===== src/rtl/sprite_line_scanner.sv =====
// sprite_line_scanner: walks the sprite attribute BRAM once per scanline and
// writes every sprite covering the line into the line-list memory.
module sprite_line_scanner #(
   parameter int NUM_SPRITES = 512,
   parameter int MAX_HITS    = 32,
   parameter int HA_W        = $clog2(MAX_HITS)
) (
   input  logic            clk_draw,
   input  logic            rst,
   input  logic            line_start,
   input  logic [15:0]     line_num,
   output logic [8:0]      sprite_index,
   input  logic [35:0]     sprite_y_height,
   output logic            hit_we,
   output logic [HA_W-1:0] hit_addr,
   output logic [8:0]      hit_sprite,
   output logic [15:0]     hit_row,
   output logic            busy,
   output logic            done,
   output logic [HA_W:0]   hit_count,
   output logic            overflow
);
   typedef enum logic [1:0] {IDLE, SCAN, DRAIN, DONE} state_t;
   localparam logic [8:0] LAST = 9'(NUM_SPRITES - 1);
   state_t state, state_nx;
   logic valid, hit, full, ovf_hit, unused_bits;
   logic [8:0] eval_idx;
   logic [15:0] line_q, rel;
   assign unused_bits = ^sprite_y_height[35:33];
   // lines above the sprite top wrap to large values and miss
   assign rel = line_q - sprite_y_height[15:0];
   assign hit = valid && sprite_y_height[32] && (rel < sprite_y_height[31:16]);
   assign full = hit_count[HA_W];
   assign ovf_hit = hit && full;
   assign busy = state != IDLE;
   always_ff @(posedge clk_draw or posedge rst)
      if (rst) state <= IDLE;
      else state <= state_nx;
   always_comb begin
      state_nx = line_start ? SCAN :
                 state == SCAN  ? (ovf_hit ? DONE : sprite_index == LAST ? DRAIN : SCAN) :
                 state == DRAIN ? DONE : IDLE;
   end
   always_ff @(posedge clk_draw or posedge rst)
      if (rst) begin
         sprite_index <= '0;
         eval_idx     <= '0;
         valid        <= 1'b0;
         line_q       <= '0;
         hit_we       <= 1'b0;
         hit_addr     <= '0;
         hit_sprite   <= '0;
         hit_row      <= '0;
         hit_count    <= '0;
         overflow     <= 1'b0;
         done         <= 1'b0;
      end else begin
         done         <= state == DONE;
         valid        <= state == SCAN && !ovf_hit && !line_start;
         eval_idx     <= sprite_index;
         sprite_index <= (state_nx == SCAN && !line_start) ? sprite_index + 1'b1 : 9'd0;
         hit_we       <= hit && !full && !line_start;
         if (line_start) begin
            line_q    <= line_num;
            hit_count <= '0;
            overflow  <= 1'b0;
         end else if (hit && !full) begin
            hit_addr   <= hit_count[HA_W-1:0];
            hit_sprite <= eval_idx;
            hit_row    <= rel;
            hit_count  <= hit_count + 1'b1;
         end else if (ovf_hit) begin
            overflow <= 1'b1;
         end
      end
endmodule


===== config.mk =====
export PLATFORM = sky130hd
export DESIGN_NAME = sprite_line_scanner
export DESIGN_NICKNAME = d
export VERILOG_FILES = /design/src/rtl/sprite_line_scanner.sv
export SDC_FILE = /design/constraint.sdc
export NUM_CORES = 1
export LEC_CHECK = 0
export ABC_AREA = 1
export BUFFER_PORTS_ARGS = -buffer_cell sky130_fd_sc_hd__buf_2
export CAP_MARGIN = 5
export CORE_ASPECT_RATIO = 0.5
export CORE_MARGIN = 4
export CORE_UTILIZATION = 45
export CTS_CLUSTER_DIAMETER = 100
export DETAILED_ROUTE_END_ITERATION = 7
export PLACE_DENSITY = 0.68
export SKIP_LAST_GASP = 1
export SLEW_MARGIN = 20
export SYNTH_ARGS = -nofsm -noshare
export SYNTH_HDL_FRONTEND = slang
export SYNTH_SLANG_ARGS = --single-unit

===== constraint.sdc =====
create_clock -name clk_draw -period 4.4 [get_ports clk_draw]
set_input_delay 0.66 -clock clk_draw [delete_from_list [all_inputs] [get_ports clk_draw]]
set_output_delay 0.66 -clock clk_draw [all_outputs]
set_load 0.01 [all_outputs]

# Word-level counts from Yosys, hierarchy flattened
# Index checks and enable logic that the tools add are counted.
# totals
ff_bits,76
wordCells,50
out_inout_bits,49
input_bits,55
# classes
add_sub_neg,3
reduce_logical,16
muxes,11
bitwise,1
magnitude_cmp,1
n_eq_ne,6
# ops
op,n
$lt A16 B16 Y1,1
$sub A16 B16 Y16,1
$mux W6,2
$mux W2,5
$add A9 B1 Y9 const B,1
$eq A9 B9 Y1 const B,1
$mux W9,1
$logic_and A1 B1 Y1,8
$add A6 B1 Y6 const B,1
$reduce_bool A2 Y1,3
$eq A2 B1 Y1 const B,2
$eq A2 B2 Y1 const B,2
$reduce_and A2 Y1,2
$logic_not A1 Y1,3
$mux W1,3
$ne A2 B2 Y1 const B,1
$not A1 Y1,1

# Logic depth before layout (Yosys ltp)
# Gate-level depths: netlist of run 1.
# logic_depth
depth_word,10
ltp_mapped,24
ltp_nobuf,23

# Worst setup path after synthesis of run 1
# No wires, ideal clock.
# synth_timing
path_kind,input port to flip-flop
start,input port sprite_y_height[0]
end,register hit_addr[2]
cell_stages,21
setup_ns,0.065
setup_slack_ns,1.310
n_path_buf,1
t_arrival_ns,3.025
path_cell_list,ha_1 inv_1 fa_1 nand3_1 nand2_1 nand2_1 nand2_1 nand2_1 nand2_1 xor2_1 ha_1 nand2_1 inv_1 nand2_1 a21oi_1 nor2_2 nand3_4 nor2_4 buf_6 nand2_1 nand2_1
# synth_between
elab_chain_len,5
# synth_lines
element,line_no,text
start: declaration,13,"input logic [35:0] sprite_y_height,"
$sub A16 B16 Y16,31,assign rel = line_q - sprite_y_height[15:0];
via rel[10],28,"logic [15:0] line_q, rel;"
$lt A16 B16 Y1,32,assign hit = valid && sprite_y_height[32] && (rel < sprite_y_height[31:16]);
$logic_and A1 B1 Y1,32,
$logic_and A1 B1 Y1,67,end else if (hit && !full) begin
$reduce_and A2 Y1 (no line),--,
end signal: assignment,68,hit_addr <= hit_count[HA_W-1:0];
end: declaration,15,"output logic [HA_W-1:0] hit_addr,"
# The timed path passes the listed nets, and every way through them passes these cells.
# A chain may end at the register's enable or synchronous reset.

# Final worst setup path of run 1
# layout_timing
start,register line_q[0]
end,register hit_addr[4]
# layout_between
elab_chain_len,5
# layout_lines
element,line_no,text
start: declaration,28,
start signal: assignment,64,line_q <= line_num;
$sub A16 B16 Y16,31,
via rel[10],28,
$lt A16 B16 Y1,32,
$logic_and A1 B1 Y1,32,
$logic_and A1 B1 Y1,67,
$reduce_and A2 Y1 (no line),--,
# The timed path passes the listed nets, and every way through them passes these cells.

==> results of run 1 <==
[cell type report]
type                       count  share of cell area, %
clock buffer                  12                   4.97
clock inverter                 3                  0.897
inverter                      72                   5.26
multi-input combinational    385                   38.7
sequential                    76                   36.9
tap                          117                   2.84
timing repair buffer         105                   10.4
[routing by layer]
| metal | vias up | share of wire, % |
|---|---|---|
| met5 | - | 0 |
| met4 | 0 | 1.2 |
| met3 | 13 | 6.0 |
| met2 | 73 | 46 |
| met1 | 1655 | 47 |
| li1 | 1889 | - |
[logic make-up (layout without fill, tap and decap cells)]
logic type | count (synthesis) | count (layout)
flops | 76 | 76
xor+xnor | 16 | 16
buf+inv | 83 | 192
simple gates | 296 | 296
fa+ha+maj | 34 | 34
compound gates | 39 | 39
[report_power, final]
group	switching, mW	internal (mW)
Clock	0.291	0.468
Sequential	0.0626	0.804
Combinational	0.336	0.226
Total	0.690	1.50
[worst paths after layout]
kind | start | endpoint | slack (ns)
max | line_q[0] | hit_addr[4] | 1.12
min | sprite_index[4] | eval_idx[4] | 0.39
max reg2reg | line_q[0] | hit_addr[4] | 1.12
min reg2reg | sprite_index[4] | eval_idx[4] | 0.39
max in group asynchronous | rst | hit_addr[4] | 3.06
min in group asynchronous | rst | sprite_index[4] | 0.48
[Yosys cell counts, types with 2 or more instances]
cell	n	area, µm²
dfrtp_1	76	1900
inv_1	72	270
buf_2	3	15.0
o21ai_0	11	55.1
buf_6	2	22.5
nor2_1	35	131
o21bai_1	2	15.0
a21oi_1	21	105
nor3_1	3	15.0
xor2_1	13	114
nand2_2	6	37.5
nand3_1	20	100
xnor2_1	3	26.3
ha_1	33	413
nand2_1	218	818
nand4_1	7	43.8
clkbuf_1	5	18.8
[state kept, by name (all words and copies together), names as in the netlist]
signal	count
done	1
eval_idx	9
hit_addr	5
hit_count	6
hit_row	16
hit_sprite	9
hit_we	1
line_q	16
overflow	1
sprite_index	9
state	2
valid	1
[worst max-delay path: stages, from the launching register on]
cell     delay (ns)
dfrtp_1        0.35
inv_1          0.07
ha_1           0.20
inv_1          0.09
fa_1           0.40
nand3_1        0.08
nand2_1        0.12
nand2_1        0.08
nand2_1        0.10
nand2_1        0.08
nand2_1        0.06
xor2_1         0.21
ha_1           0.28
nand2_1        0.07
inv_1          0.05
nand2_1        0.06
a21oi_1        0.07
nor2_2         0.20
nand3_4        0.14
nor2_4         0.10
buf_4          0.25
nand2_1        0.08
nand2_1        0.06
[stage by stage]
| step | cell area, µm² | hold WS [ns] |
|---|---|---|
| finish | 5160 | 0.394 |
| floorplan | 4240 | 0.418 |
| detailed placement | 4860 | 0.380 |
| CTS | 5160 | 0.395 |
| global placement | 4860 | 0.387 |
| global route | 5160 | 0.415 |
==> out/results.tsv, run 1 <==
metric	value	unit
Most Crowded Layer GR	met2	
FF+latch area	1900	µm²
Slew headroom	41.8	%
wirelength, routed	9650	µm
Least-Margin Pin Slew	0.872	ns
setup TNS	0	ns
Die X	145	µm
IO Count	104	
maximum VDD drop	0.000193	V
complex-gate fraction of the synthesized area	5.07	%
Root Buffer	clkbuf_16	
YS warnings	0	
main combinational cell family by area after synthesis	simple AND/OR/NAND/NOR gates	
vias in the first global route	3530	
via/cell ratio	4.71	
PortBufs	100	
final setup fails	0	
Fill cells	862	
post-DR wirelength/cell	12.5	µm
most frequent cells in the layout	218 x nand2_1, 100 x buf_2, 76 x dfrtp_1	
CTS tree	done	
post-synthesis xor/xnor area fraction	3.30	%
total track usage	18.6	%
grt ovf	0	
mean post-synth cell area	7.80	µm²
GPL Wtd Cong	0.856	
worst r2r path cells	22	
met3 Usage GRT	6.12	%
Initial DRT Pass Iterations	4	
async set or reset register ratio after synthesis	100	%
final worst setup slack	1.12	ns
Final Power	2.19	mW
Worst-path clk slew	0.06	ns
maxcap violations	0	
first-pass GRT wire length	16900	µm
commonest non-fill, non-tap cell in the layout	nand2_1	
area occupied by multi-input gates	2000	µm²
Initial Util	47.4	%
P per Cell Area	424	nW/µm²
critical path peak fanout	17	
clk_lat worst skew	0.34	ns
area fraction in and, or, nand and nor cells after synthesis	28.5	%
outcome	complete, no violations	
Post-CTS Setup Repair Bufs	0	
Seq/Total Area, Yosys	44.8	%
# placed instances	755	
synthesized cell area	4240	µm²
post-place setup slack	0.773	ns
Final #Nets	738	
core area	8950	µm²
initial antenna violation count	0	
final hold violation count	0	
Critical Path AT	3.55	ns
initial DRC count	181	
crit share post-route	74.4	%
hold buffers post-CTS	0	
n_diodes	0	
Worst Setup End Kind	flop	
post-synthesis mux area share	0	%
post-route DRC violation count	0	
DIE HEIGHT	76.7	µm
min-delay worst type	reg2reg	
post-route ant nets	0	
ys flop type	dfrtp_1	
final std cells w/o fill	770	
Rows	24	
Synth Area in Adders	10.2	%
net count after synthesis	633	
Max Root-Sink Buffers	2	
RSZ-0062 raised after global routing	no	
DIE AREA	11100	µm²
startpoint types	flop	
M2 GR Usage	29.2	%
total CTS buffers	9	
Yosys cell types	31	
WHS Path Cells	0	
f_max	305	MHz
PostCTS Resize Cnt	0	
total number of vias	3630	
fin util	57.7	%
worst endpoint required time	4.67	ns
EDFF count, synth	0	
layout cells sized above 1	20.4	%
post-synthesis instance total	544	
detailed placement HPWL	7270	µm
CTS H-tree depth	3	
critical path class	reg2reg	
met1 Use GR	24.6	%
number of synthesized register bits	76	
largest net degree at the start of global routing	53	
Tmin final	3.28	ns
clk sinks	76	
Final Skew	0.00673	ns
LEAKAGE	3.07	nW
max-slew violations	0	
P&R area growth vs syn	21.6	%
No activity file was read; power rests on OpenSTA's default activity.
==> inputs of run 2 (changes only) <==
Settings changed: PLACE_DENSITY 0.68 to 0.71.
Clock period 4.4 ns to 2.79 ns, I/O delays scaled along.
==> run 2 against run 1 <==
Compared with the run above:
- the run now ends with negative setup slack left
- via count is 8.3% higher
- worst setup slack worse by 1.2 ns
- combinational power is 120% higher
- critical endpoint is now hit_sprite[5]
- die area stayed put
- total power is 75% higher
- highest routed layer unchanged
- core utilization is 11 points higher
- sequential share of layout area is 5.8 points lower
- wire length is 18% higher
- clock skew is 0.0028 ns higher
- cell area is 19% higher
- largest cell class unchanged
==> out/results.tsv, run 2 (synthesis gave the netlist of run 1 again) <==
metric	value	unit
Worst-path clk slew	0.06	ns
min-delay worst type	in2async	
detailed placement HPWL	7770	µm
Placed Area	5230	µm²
crit path from	line_q[0]	
P per Cell Area	624	nW/µm²
Least-Margin Pin Slew	0.853	ns
GPL Wtd Cong	0.831	
Final #Nets	800	
post-route DRC violation count	0	
total track usage	20.6	%
Max Root-Sink Buffers	2	
violated checks	negative setup slack	
Die X	145	µm
n_diodes	0	
CTS H-tree depth	3	
wirelength, routed	11400	µm
grt ovf	0	
Initial DRT Pass Iterations	4	
final std cells w/o fill	833	
Root Buffer	clkbuf_16	
most frequent cells in the layout	193 x nand2_1, 100 x buf_2, 76 x dfrtp_1	
largest net degree at the start of global routing	39	
worst r2r path cells	22	
IO Count	104	
largest stage delay on the critical path	0.37	ns
core area	8950	µm²
f_max	346	MHz
Initial Util	47.4	%
initial DRC count	214	
critical path peak fanout	5	
post-route ant nets	0	
maxcap violations	0	
post-DR wirelength/cell	13.7	µm
WP buf/inv	5	
CP max stage cell	dfrtp_1	
fin area	6130	µm²
PortBufs	100	
DIE HEIGHT	76.7	µm
Slew headroom	42.7	%
max-slew violations	0	
Worst Setup End Kind	flop	
RSZ-0062 raised after global routing	yes	
Rows	24	
crit-path most repeated cell	nand2_2	
clk sinks	76	
clk_lat worst skew	0.34	ns
initial antenna violation count	0	
crit share post-route	104	%
startpoint types	flop	
LEAKAGE	3.44	nW
# placed instances	800	
setup TNS	-3.76	ns
via/cell ratio	4.72	
outcome	finished with violations	
crit-path leading delay family	simple AND/OR/NAND/NOR gates	
total number of vias	3932	
commonest non-fill, non-tap cell in the layout	nand2_1	
final hold violation count	0	
final worst setup slack	-0.100	ns
Crit path depth	22	
P&R area growth vs syn	44.5	%
worst endpoint required time	3.02	ns
Final Power	3.83	mW
critical path class	reg2reg	
worst reg2reg startpoint	line_q[0]	
crit-path cells	inv_2, ha_4, inv_4, fa_2, nand3_2, nand2_4, nand2_4, nand2_4, nand2_2, nand2_2, xor2_2, ha_1, nand2_2, inv_2, nand2_2, a21oi_2, nor2_4, nand4_1, buf_6, clkbuf_16, nand2_1, nand2_1	
vias in the first global route	3918	
Critical Path AT	3.12	ns
Tmin final	2.89	ns
CTS tree	done	
top flop regs	hit_row (16), line_q (16)	
first-pass GRT wire length	18700	µm
final setup fails	49	
Final Skew	0.00954	ns
total CTS buffers	9	
maximum VDD drop	0.000370	V
DIE AREA	11100	µm²
layout cells sized above 1	37.6	%
==> run 2: changes by cell type in the layout (fill, tap and decap cells not counted), sizes merged <==
cell / before / now
inv: 71 / 72
nand3: 22 / 23
clkinv: 2 / 3
buf: 105 / 165
==> run 2: stage by stage <==
step	worst slack, ns	utilization [%]	hold slack, ns
final	-0.100	68.5	0.145
after global routing	-0.272	68.5	0.196
after CTS	-0.189	64.7	0.162
after detailed placement	-0.411	58.4	0.395
after global placement	-0.327	58.4	0.396
after floorplan	0.00742	-	0.418
==> run 2: final timing paths <==
check | to | slack, ns
worst min register to register | eval_idx[4] | 0.42
min in group clk_draw | line_q[8] | 0.27
worst max-delay path | hit_sprite[5] | -0.1
max in group asynchronous | hit_row[2] | 1.91
worst min-delay path | hit_count[5] | 0.15
worst max register to register | hit_sprite[5] | -0.1
==> run 2: what timing repair did <==
| action | 4_1_cts | 5_1_grt |
|---|---|---|
| setup endpoints to repair | 50 | 50 |
| resized for setup | 43 | 67 |
| setup buffers | 9 | 8 |
| cloned | 3 | 1 |
| endpoints found under the hold margin | 0 | 0 |
| pin swaps | 17 | 15 |
| hold buffers | 0 | 0 |
==> run 2: power by group <==
part | total [mW] | leakage, nW | switching [mW] | internal [mW]
Clock | 1.20 | 0.146 | 0.476 | 0.721
Combinational | 1.25 | 2.30 | 0.657 | 0.597
Sequential | 1.38 | 0.994 | 0.109 | 1.27
Total | 3.83 | 3.44 | 1.24 | 2.59
==> run 2: metal layers <==
layer	global-route usage (%)	share of wire, %
met5	0	0
met2	34.1	49
met1	26.8	46
met3	6.07	4.5
met4	5.02	1.2
==> run 2: final cells by class <==
type,instances,area [µm²]
well taps,117,146
multi-input cells,386,2420
inverters,72,274
fillers,742,2820
flip-flops and latches,76,1900
clock inverters,5,60.1
clock buffers,11,243
repair buffers,166,1090
==> run 2: worst reg2reg max path, stage by stage (launching register included) <==
cell and delay (ns):
dfrtp_1 0.37, inv_2 0.07, ha_4 0.14, inv_4 0.04
fa_2 0.34, nand3_2 0.09, nand2_4 0.07, nand2_4 0.08
nand2_4 0.07, nand2_2 0.08, nand2_2 0.05, xor2_2 0.16
ha_1 0.29, nand2_2 0.06, inv_2 0.04, nand2_2 0.06
a21oi_2 0.07, nor2_4 0.14, nand4_1 0.12, buf_6 0.18
clkbuf_16 0.15, nand2_1 0.05, nand2_1 0.05
==> inputs of run 3 (changes only) <==
Settings changed: PLACE_DENSITY 0.71 to 0.68.
Clock period 2.79 ns to 3.4 ns, I/O delays scaled along.
==> run 3 against run 2 <==
Compared with the run above:
- the flow now finishes without violations
- final cell count shrank 6.6%
- clock skew down 0.0030 ns
- flip-flop and latch count unchanged
- highest routed layer unchanged
- largest power group unchanged
- total power is 24% lower
- largest cell class unchanged
==> out/results.tsv, run 3 (synthesis gave the netlist of run 1 again) <==
metric	value	unit
Placed Area	4920	µm²
post-route DRC violation count	0	
fin util	59.5	%
DIE HEIGHT	76.7	µm
largest net degree at the start of global routing	40	
initial antenna violation count	0	
Final Power	2.92	mW
initial DRC count	195	
total number of vias	3648	
clk sinks	76	
top flop regs	hit_row (16), line_q (16)	
maximum VDD drop	0.000318	V
critical path class	reg2reg	
DIE AREA	11100	µm²
total CTS buffers	9	
CTS tree	done	
outcome	complete, no violations	
worst endpoint required time	3.67	ns
Worst-path clk slew	0.06	ns
most frequent cells in the layout	217 x nand2_1, 100 x buf_2, 76 x dfrtp_1	
core area	8950	µm²
LEAKAGE	3.13	nW
crit share post-route	91.9	%
Initial Util	47.4	%
wirelength, routed	9950	µm
area occupied by multi-input gates	2030	µm²
vias in the first global route	3487	
Max Root-Sink Buffers	2	
setup TNS	0	ns
P&R area growth vs syn	25.5	%
max-slew violations	0	
min-delay worst type	in2async	
Initial DRT Pass Iterations	4	
Tmin final	3.12	ns
Critical Path AT	3.40	ns
commonest non-fill, non-tap cell in the layout	nand2_1	
layout cells sized above 1	22.2	%
CTS H-tree depth	3	
clk_lat worst skew	0.34	ns
final setup fails	0	
IO Count	104	
post-route ant nets	0	
total track usage	18.2	%
detailed placement HPWL	7290	µm
startpoint types	flop	
post-DR wirelength/cell	12.8	µm
Final #Nets	745	
FF+latch area	1900	µm²
Root Buffer	clkbuf_16	
GPL Wtd Cong	0.867	
Rows	24	
final hold violation count	0	
Final Skew	0.00656	ns
maxcap violations	0	
Die X	145	µm
fin area	5320	µm²
post-place setup slack	0.0216	ns
Worst Setup End Kind	flop	
via/cell ratio	4.69	
critical path peak fanout	6	
Slew headroom	53.5	%
f_max	320	MHz
hold buffers post-CTS	0	
PortBufs	100	
grt ovf	0	
P per Cell Area	548	nW/µm²
Least-Margin Pin Slew	0.696	ns
first-pass GRT wire length	16500	µm
Fill cells	836	
n_diodes	0	
final worst setup slack	0.277	ns
==> run 3: cell types whose count changed in the layout (fill, tap and decap cells not counted), moves of 6 or more <==
cell | previous run | this run
nand2_1 | 193 | 217
nand2_2 | 27 | 7
buf_4 | 54 | 6
ha_4 | 11 | 1
nor2_1 | 22 | 35
ha_1 | 22 | 32
nor2_2 | 12 | 0
a21oi_1 | 15 | 21
==> run 3: metrics by stage <==
step / hold slack (ns) / std cells
finish: 0.252 / 778
global route: 0.301 / 778
CTS: 0.268 / 774
detailed placement: 0.392 / 758
global placement: 0.380 / 758
floorplan: 0.418 / 544
==> run 3: layout make-up <==
class                   instances  share of cell area, %
repair buffers                112                   12.3
clock inverters                 6                   1.65
inverters                      72                   5.10
multi-input cells             385                   38.2
flip-flops and latches         76                   35.7
well taps                     117                   2.75
clock buffers                  10                   4.30
==> run 3: timing repair <==
item	CTS	global route
endpoints found under the setup margin	0	34
setup buffers	0	2
gates resized for setup	0	9
==> run 3: where the power goes <==
group	total, mW	switching (mW)	internal (mW)
Clock	1.03	0.390	0.645
Sequential	1.12	0.0832	1.04
Combinational	0.759	0.445	0.314
==> run 3: worst paths after layout <==
check | end | startpoint | depth (start not counted) | slack (ns)
setup / recovery | hit_addr[1] | line_q[8] | 20 | 0.28
hold / removal | sprite_index[6] | rst | 2 | 0.25
setup reg to reg | hit_addr[1] | line_q[8] | 20 | 0.28
hold reg to reg | eval_idx[4] | sprite_index[4] | 0 | 0.41
max in group asynchronous | line_q[2] | rst | 3 | 2.51
min in group clk_draw | line_q[9] | line_num[9] | 3 | 0.37
==> run 3: layer usage <==
layer	track usage [%]	wire (µm)
met1	23.8	4620
met2	29.4	4600
met5	0	0
met3	6.12	638
met4	4.83	88
==> run 3: critical path, stage by stage, from the launching register on <==
cell and delay [ns]:
dfrtp_1 0.39, ha_1 0.34, a21oi_1 0.23, o21ai_0 0.19, a21oi_1 0.21, nand2_1 0.07, nand2_1 0.05, nand2_1 0.08
ha_1 0.30, nand2_1 0.06, nand2_1 0.04, nand2_1 0.05, nand2_1 0.04, nand2_1 0.05, nand2_1 0.08, nor2_4 0.17
nand3_4 0.12, nor2_4 0.26, clkbuf_16 0.21, nand2_1 0.05, nand2_1 0.06
